### config.mk
export PLATFORM = sky130hd
export DESIGN_NAME = vga_timing
export DESIGN_NICKNAME = d
export VERILOG_FILES = /design/src/rtl/vga_timing.sv
export SDC_FILE = /design/constraint.sdc
export NUM_CORES = 1
export LEC_CHECK = 0
export CAP_MARGIN = 20
export CORE_ASPECT_RATIO = 1.75
export CORE_MARGIN = 2
export CORE_UTILIZATION = 40
export CTS_BUF_LIST = sky130_fd_sc_hd__clkbuf_8
export DETAILED_ROUTE_END_ITERATION = 10
export GPL_TIMING_DRIVEN = 0
export PLACE_DENSITY = 0.72
export SYNTH_ARGS = -nofsm -noshare
export SYNTH_HDL_FRONTEND = slang
export SYNTH_SLANG_ARGS = --single-unit
### constraint.sdc
create_clock -name clk -period 1.5 [get_ports clk]
set_input_delay 0.3 -clock clk [delete_from_list [all_inputs] [get_ports clk]]
set_output_delay 0.3 -clock clk [all_outputs]
set_load 0.01 [all_outputs]
### src/rtl/vga_timing.sv
`default_nettype none
// ============================================================================
// Module   : vga_timing
// Brief    : 1440x900 display timing generator. Owns the pixel counters, drives
//            draw_x/draw_y, and registers colour and sync for the VGA pins.
// Revision : 1.0 - initial release
// ============================================================================
module vga_timing #(
    parameter int H_ACTIVE = 1440,
    parameter int H_FP     = 80,
    parameter int H_SYNC   = 152,
    parameter int H_BP     = 232,
    parameter int V_ACTIVE = 900,
    parameter int V_FP     = 3,
    parameter int V_SYNC   = 6,
    parameter int V_BP     = 25,
    parameter bit HS_POL   = 1'b0,
    parameter bit VS_POL   = 1'b1
) (
    input  logic        clk,
    input  logic        rst_n,
    input  logic [3:0]  pix_r,
    input  logic [3:0]  pix_g,
    input  logic [3:0]  pix_b,
    output logic [10:0] draw_x,
    output logic [9:0]  draw_y,
    output logic        active,
    output logic [3:0]  vga_r,
    output logic [3:0]  vga_g,
    output logic [3:0]  vga_b,
    output logic        hsync,
    output logic        vsync,
    output logic        frame_tick
);

    localparam int H_TOTAL_INT = H_ACTIVE + H_FP + H_SYNC + H_BP;
    localparam int V_TOTAL_INT = V_ACTIVE + V_FP + V_SYNC + V_BP;

    // Counters are 11/10 bits wide; larger totals cannot be represented.
    generate
        if (H_TOTAL_INT > 2048) begin : g_h_total_chk
            $error("vga_timing: H_TOTAL exceeds 2048");
        end
        if (V_TOTAL_INT > 1024) begin : g_v_total_chk
            $error("vga_timing: V_TOTAL exceeds 1024");
        end
    endgenerate

    localparam logic [10:0] H_LAST   = 11'(H_TOTAL_INT - 1);
    localparam logic [10:0] H_ACT    = 11'(H_ACTIVE);
    localparam logic [10:0] HS_START = 11'(H_ACTIVE + H_FP);
    localparam logic [10:0] HS_END   = 11'(H_ACTIVE + H_FP + H_SYNC);
    localparam logic [9:0]  V_LAST   = 10'(V_TOTAL_INT - 1);
    localparam logic [9:0]  V_ACT    = 10'(V_ACTIVE);
    localparam logic [9:0]  VS_START = 10'(V_ACTIVE + V_FP);
    localparam logic [9:0]  VS_END   = 10'(V_ACTIVE + V_FP + V_SYNC);

    logic [10:0] h_cnt_q, h_cnt_d;
    logic [9:0]  v_cnt_q, v_cnt_d;
    logic [3:0]  vga_r_q, vga_r_d;
    logic [3:0]  vga_g_q, vga_g_d;
    logic [3:0]  vga_b_q, vga_b_d;
    logic        hsync_q, hsync_d;
    logic        vsync_q, vsync_d;
    logic        frame_tick_q, frame_tick_d;
    logic        in_active;
    logic        in_hs_win;
    logic        in_vs_win;

    always_comb begin
        h_cnt_d = h_cnt_q + 11'd1;
        v_cnt_d = v_cnt_q;
        if (h_cnt_q == H_LAST) begin
            h_cnt_d = 11'd0;
            if (v_cnt_q == V_LAST) begin
                v_cnt_d = 10'd0;
            end else begin
                v_cnt_d = v_cnt_q + 10'd1;
            end
        end
    end

    assign in_active = (h_cnt_q < H_ACT) && (v_cnt_q < V_ACT);
    assign in_hs_win = (h_cnt_q >= HS_START) && (h_cnt_q < HS_END);
    assign in_vs_win = (v_cnt_q >= VS_START) && (v_cnt_q < VS_END);

    // Everything below is evaluated on the current count and lands on the pins
    // one edge later, keeping colour and sync mutually aligned.
    always_comb begin
        vga_r_d      = in_active ? pix_r : 4'd0;
        vga_g_d      = in_active ? pix_g : 4'd0;
        vga_b_d      = in_active ? pix_b : 4'd0;
        hsync_d      = in_hs_win ? HS_POL : ~HS_POL;
        vsync_d      = in_vs_win ? VS_POL : ~VS_POL;
        frame_tick_d = (h_cnt_q == 11'd0) && (v_cnt_q == V_ACT);
    end

    always_ff @(posedge clk or negedge rst_n) begin
        if (!rst_n) begin
            h_cnt_q      <= 11'd0;
            v_cnt_q      <= 10'd0;
            vga_r_q      <= 4'd0;
            vga_g_q      <= 4'd0;
            vga_b_q      <= 4'd0;
            hsync_q      <= ~HS_POL;
            vsync_q      <= ~VS_POL;
            frame_tick_q <= 1'b0;
        end else begin
            h_cnt_q      <= h_cnt_d;
            v_cnt_q      <= v_cnt_d;
            vga_r_q      <= vga_r_d;
            vga_g_q      <= vga_g_d;
            vga_b_q      <= vga_b_d;
            hsync_q      <= hsync_d;
            vsync_q      <= vsync_d;
            frame_tick_q <= frame_tick_d;
        end
    end

    assign draw_x     = h_cnt_q;
    assign draw_y     = v_cnt_q;
    assign active     = in_active;
    assign vga_r      = vga_r_q;
    assign vga_g      = vga_g_q;
    assign vga_b      = vga_b_q;
    assign hsync      = hsync_q;
    assign vsync      = vsync_q;
    assign frame_tick = frame_tick_q;

endmodule
`default_nettype wire

==> results of run 1 <==
-- routing by layer --
metal,wire (um),global-route usage (%)
met5,0,0
met2,3100,38.7
met4,120,9.79
met3,181,3.45
met1,1870,23.5
-- power breakdown --
group / leakage (nW) / internal (W) / total (W) / switching, W
Combinational: 0.899 / 0.0000607 / 0.000102 / 0.0000417
Clock: 0.0541 / 0.000492 / 0.000857 / 0.000365
Sequential: 0.435 / 0.000986 / 0.000990 / 0.00000388
Total: 1.39 / 0.00154 / 0.00195 / 0.000411
-- synth_stat cells, drive strengths merged, types with 3 or more instances --
master / number / area share, %
a21oi: 6 / 1.7
and2: 13 / 4.6
and3: 5 / 1.8
and4: 3 / 1.5
buf: 5 / 2.5
dfrtp: 35 / 50
ha: 6 / 4.3
inv: 10 / 2.1
nand2: 10 / 2.6
nand3: 13 / 3.7
nand4: 8 / 3.7
nor2: 16 / 3.4
o21ai: 6 / 1.7
xnor2: 4 / 2.0
xor2: 5 / 2.5
-- critical path, cell delays in order (launching register included) --
cell and delay, ns:
dfrtp_2 0.43, nor3_4 0.19, nand2_1 0.11, a22oi_2 0.21
buf_6 0.13, buf_6 0.09
-- cell type report --
cell class / instances / area (um2)
flip-flops and latches: 36 / 921
repair buffers: 92 / 845
multi-input cells: 115 / 946
plain buffers: 4 / 53.8
fillers: 291 / 1210
inverters: 10 / 37.5
clock buffers: 5 / 68.8
clock inverters: 3 / 42.5
well taps: 49 / 61.3
-- through the flow --
step                      hold WS, ns  worst slack [ns]  setup TNS [ns]  cell area (um2)
final                           0.104            -0.258           -1.43             2980
after global routing            0.152            -0.316           -2.48             2980
after CTS                       0.126            -0.311          -0.739             2800
after detailed placement        0.445            -0.623           -1.90             2330
after global placement          0.519            -0.787          -25.09             2340
after floorplan               0.00441           -0.0457         -0.0623             1780
-- flip-flops by register name (all words and copies together), names as in the netlist --
register,count
frame_tick,1
vga_r,4
vga_b,4
hsync,1
vga_g,4
draw_x,11
vsync,1
draw_y,10
-- timing repair --
| item | 4_1_cts | 5_1_grt |
|---|---|---|
| hold buffers | 0 | 0 |
| buffers inserted | 34 | 8 |
| resized for setup | 58 | 41 |
| pin swaps | 15 | 16 |
| gates cloned | 1 | 0 |
| endpoints found under the setup margin | 42 | 37 |
-- how the worst min path moves through the flow --
stage / slack (ns) / end / start / depth (start not counted)
final: 0.10 / frame_tick$_DFF_PN0_ / rst_n / 1
after global routing: 0.15 / frame_tick$_DFF_PN0_ / rst_n / 1
after CTS: 0.13 / draw_x[6]$_DFF_PN0_ / rst_n / 1
after detailed placement: 0.44 / draw_y[0]$_DFFE_PN0N_ / rst_n / 1
after global placement: 0.52 / draw_x[0]$_DFF_PN0_ / draw_x[0]$_DFF_PN0_ / 1
after floorplan: 0.004 / draw_x[0]$_DFF_PN0_ / rst_n / 0
-- cell families after synthesis --
logic type	after synthesis	synth area share, %
compound gates	22	8.80
mux	1	0.572
buf+inv	16	4.86
simple gates	77	25.4
fa+ha+maj	6	4.29
flops	36	51.6
xor+xnor	9	4.51
==> flow_summary.json, run 1 <==
{
  "leakagePower_nw": 1.39,
  "cts_tree": "built",
  "start_util_pct": 41.8,
  "grt_usage_pct": 21.7,
  "synth_area_per_cell_um2": 10.5,
  "ios": 51,
  "regToRegEndpoint": "draw_y[8]$_DFFE_PN0N_",
  "die_w_um": 54.0,
  "grt_pass1_wl_um": 7800,
  "grt_max_degree": 37,
  "timing.rr.start": "draw_y[6]$_DFFE_PN0N_",
  "cts_buffers": 5,
  "cp.arrival_ns": 1.46,
  "final_util_pct": 71.0,
  "fin_crit_sh_pct": 117,
  "antenna_cells": 0,
  "io_buffers": 50,
  "vias": 1655,
  "powerDensity_nw_per_um2": 655,
  "crit_type": "register to primary output",
  "slew_headroom_pct": 44.8,
  "cts-root-buf": "clkbuf_8",
  "skew_ns": 0.00564,
  "via_per_inst": 5.27,
  "final_hold_viol_count": 0,
  "cp-endpoint": "active",
  "worst_pin_slew_ns": 0.828,
  "synth_fp_nets": 187,
  "worst_r2r_path_depth": 6,
  "setup_viol": 19,
  "ys_seq_area_share_pct": 51.6,
  "final_common_cell": "buf_4",
  "synth_flop_cell": "dfrtp_1",
  "synth_cells": 167,
  "clock_sinks": 36,
  "status": "complete, but fails checks",
  "yosysWarnings": 0,
  "startpoint_type": "register",
  "coreArea_um2": 4190,
  "min_period_ns": 1.76,
  "worst-path-max-fanout": 2,
  "post_drt_wl_per_cell_um": 16.8,
  "die_h_um": 91.5,
  "final_cell_mix": "buf_4 (34), clkdlybuf4s50_1 (21), dfrtp_1 (20)",
  "cp-end-kind": "primary output",
  "synth_edf_count": 0,
  "max_freq_mhz": 569,
  "hpwl_um": 2840,
  "drive_gt1_share_pct": 39.6,
  "placedCellCount": 266,
  "rrSetupSlack_ns": -0.13,
  "setup_ws_ns": -0.258,
  "drt_iter0_markers": 42,
  "ys_ff_latch": 36,
  "antenna_found_initial": 0,
  "drt-total-wl_um": 5270,
  "synth-async-reset-ratio_pct": 100,
  "total_power_w": 0.00195,
  "cap_violations": 0,
  "slew_violations": 0,
  "dr.pass1.iters": 4,
  "clkTransAtPathRegs_ns": 0.08,
  "grt.overflow.total": 0,
  "ir_worst_vdd_mv": 0.603,
  "place.gp.congestion": 0.835,
  "hold_path_class": "input pin to asynchronous set/reset pin",
  "drcViolationCount": 0,
  "cts-htree-levels": 2,
  "insertion_delay_ns": 0.29,
  "worstPathRequired_ns": 1.20,
  "grt_pass1_vias": 1593,
  "fin_cells": 314,
  "cts_max_path_buffers": 2,
  "detail-route-antenna-nets": 0,
  "ys_types": 38,
  "rsz0062_at_grt": "true",
  "syn_to_final_growth_pct": 70.1,
  "dieArea_um2": 4940,
  "startpoint": "draw_y[5]$_DFFE_PN0N_",
  "synth_area_um2": 1750,
  "violations": "setup timing",
  "std_cell_rows": 31,
  "fin_nets": 284
}
(Power assumes the default switching activity.)
==> run 2, diff against run 1 <==
Settings changed: PLACE_DENSITY 0.72 to default, PLACE_DENSITY_LB_ADDON from default to 0.3.
==> run 2 against run 1 <==
  * The flow still finishes with violations (setup timing)
  * Die area unchanged
  * Critical path type unchanged
  * Global-route usage increased by 0.58 points
  * Setup slack lost 0.042 ns
  * Core utilization fell by 0.45 points
  * Fmax shrank 2.3%
  * Combinational power hardly changed
  * Non-clock buffer count rose by 3
  * Sequential share of layout area increased by 0.15 points
  * Critical path depth stayed put
  * Clock-buffer cell count did not move
  * Total power is 11% lower
  * Critical endpoint unchanged
  * Highest routed layer unchanged
  * Sequential power is essentially flat
==> flow_summary.json, run 2 (same netlist as run 1, synthesis figures left out) <==
{
  "status": "complete, but fails checks",
  "violations": "setup timing",
  "worst-path-max-fanout": 3,
  "post_drt_wl_per_cell_um": 15.8,
  "placedCellCount": 266,
  "crit_type": "register to primary output",
  "total_power_w": 0.00173,
  "hpwl_um": 2860,
  "fin_crit_sh_pct": 120,
  "skew_ns": 0.00478,
  "cts-htree-levels": 2,
  "ios": 51,
  "max_freq_mhz": 556,
  "worstPathRequired_ns": 1.20,
  "clkPwrFrac_pct": 36.7,
  "drt_iter0_markers": 44,
  "ctsHoldBuffers": 0,
  "slew_headroom_pct": 46.1,
  "design_area_um2": 2960,
  "io_buffers": 50,
  "dr.pass1.iters": 4,
  "drcViolationCount": 0,
  "grt.overflow.total": 0,
  "detail-route-antenna-nets": 0,
  "grt_usage_pct": 22.3,
  "grt_pass1_wl_um": 8050,
  "antenna_cells": 0,
  "coreArea_um2": 4190,
  "pwr-share-seq_pct": 57.4,
  "syn_to_final_growth_pct": 69.0,
  "rsz0062_at_grt": "true",
  "setup_ws_ns": -0.300,
  "powerDensity_nw_per_um2": 584,
  "whs_ns": 0.108,
  "vias": 1650,
  "final_common_cell": "buf_4",
  "cts_buffers": 5,
  "start_util_pct": 41.8,
  "place_ws_ns": -0.646,
  "clkTransAtPathRegs_ns": 0.07,
  "via_per_inst": 5.21,
  "leakagePower_nw": 1.39,
  "die_w_um": 54.0,
  "largest_register_ffs": 11,
  "final_cell_mix": "buf_4 (40), clkdlybuf4s50_1 (25), dfrtp_1 (21)",
  "critical-path-max-stage-delay_ns": 0.42,
  "final_hold_viol_count": 0,
  "hold_path_class": "input pin to asynchronous set/reset pin",
  "drive_gt1_share_pct": 39.9,
  "p_sw_w": 0.000366,
  "cap_violations": 0,
  "crit_path_frequent_cell": "buf_6",
  "cp_cell_sequence": "nor3_4 -> nand2_1 -> a22oi_2 -> buf_6 -> buf_6",
  "slew_violations": 0,
  "insertion_delay_ns": 0.28,
  "swShare_pct": 21.2,
  "cts-root-buf": "clkbuf_8",
  "p_comb_share_pct": 5.9,
  "antenna_found_initial": 0,
  "dieArea_um2": 4940,
  "fin_cells": 317,
  "cts_tree": "built",
  "p_int_w": 0.00136,
  "drt-total-wl_um": 5010,
  "die_h_um": 91.5,
  "ir_worst_vdd_mv": 0.596,
  "grt_pass1_vias": 1703,
  "grt_max_degree": 37,
  "cp.arrival_ns": 1.50,
  "slowest_stage": "dfrtp_1",
  "dpl-instance-area_um2": 2330,
  "setup_viol": 20,
  "startpoint_type": "register",
  "place.gp.congestion": 0.753,
  "clock_sinks": 36,
  "std_cell_rows": 31,
  "worst_pin_slew_ns": 0.808,
  "cts_max_path_buffers": 2,
  "cp-end-kind": "primary output",
  "fin_nets": 287,
  "min_period_ns": 1.80
}
run 2: changes by cell type in the layout (fill, tap and decap cells not counted), sizes merged:
cell	delta
dlygate4sd2	-3
clkbuf	+1
inv	+2
buf	+4
clkinvlp	-1
clkdlybuf4s15	-1
dlymetal6s2s	-2
clkdlybuf4s50	+4
bufinv	-1
run 2: worst paths after layout:
kind,start,endpoint,slack (ns),depth (start not counted)
max in group asynchronous,rst_n,draw_x[3]$_DFF_PN0_,0.83,1
min reg2reg,draw_y[0]$_DFFE_PN0N_,draw_y[0]$_DFFE_PN0N_,0.60,2
min,rst_n,draw_y[9]$_DFFE_PN0N_,0.11,1
max reg2reg,draw_x[7]$_DFF_PN0_,draw_y[7]$_DFFE_PN0N_,-0.16,7
max,draw_y[4]$_DFFE_PN0N_,active,-0.30,5
min in group clk,pix_g[1],vga_g[1]$_DFF_PN0_,0.57,2
run 2: stage by stage:
step | util (%) | TNS [ns]
2_1_floorplan | - | -0.0623
3_3_place_gp | 55.8 | -26.04
3_5_place_dp | 55.7 | -2.10
4_1_cts | 65.4 | -0.484
5_1_grt | 70.6 | -3.94
6_report | 70.6 | -2.04
run 2: timing repair:
item	in CTS	in global routing
setup endpoints to repair	44	36
gates resized for setup	54	40
pin swaps	13	19
hold endpoints to repair	0	0
cloned	1	0
setup buffers	34	13
run 2: worst max-delay path, delay by kind of cell (launching register included):
kind | cells | cell delay, ns
and+or+nand+nor | 2 | 0.32
AOI/OAI and AO/OA | 1 | 0.26
buffers and inverters | 2 | 0.23
DFF | 1 | 0.42
run 2: area by class of cell:
cell class / instances / area [um2]
tap: 49 / 61.3
fill: 319 / 1230
inverter: 10 / 37.5
clock inverter: 3 / 12.5
buffer: 5 / 62.6
multi-input combinational: 115 / 948
timing repair buffer: 94 / 846
clock buffer: 5 / 68.8
sequential: 36 / 920
run 2: per-layer routing:
| metal | part of all wire, % | vias up | wire length (um) | track usage (%) |
|---|---|---|---|---|
| li1 | - | 774 | - | - |
| met1 | 36 | 811 | 1800 | 23.5 |
| met2 | 57 | 46 | 2860 | 39.2 |
| met3 | 3.3 | 19 | 165 | 4.28 |
| met4 | 3.6 | 0 | 180 | 11.5 |
| met5 | 0 | - | 0 | 0 |
run 2: power groups by stage:
stage          Clock [W]  Combinational [W]  Sequential, W
2_1_floorplan          0          0.0000103        0.00102
3_3_place_gp           0           0.000105        0.00101
3_5_place_dp           0           0.000105        0.00101
4_1_cts         0.000654           0.000105       0.000991
5_1_grt         0.000707           0.000111       0.000991
6_report        0.000634           0.000102       0.000990
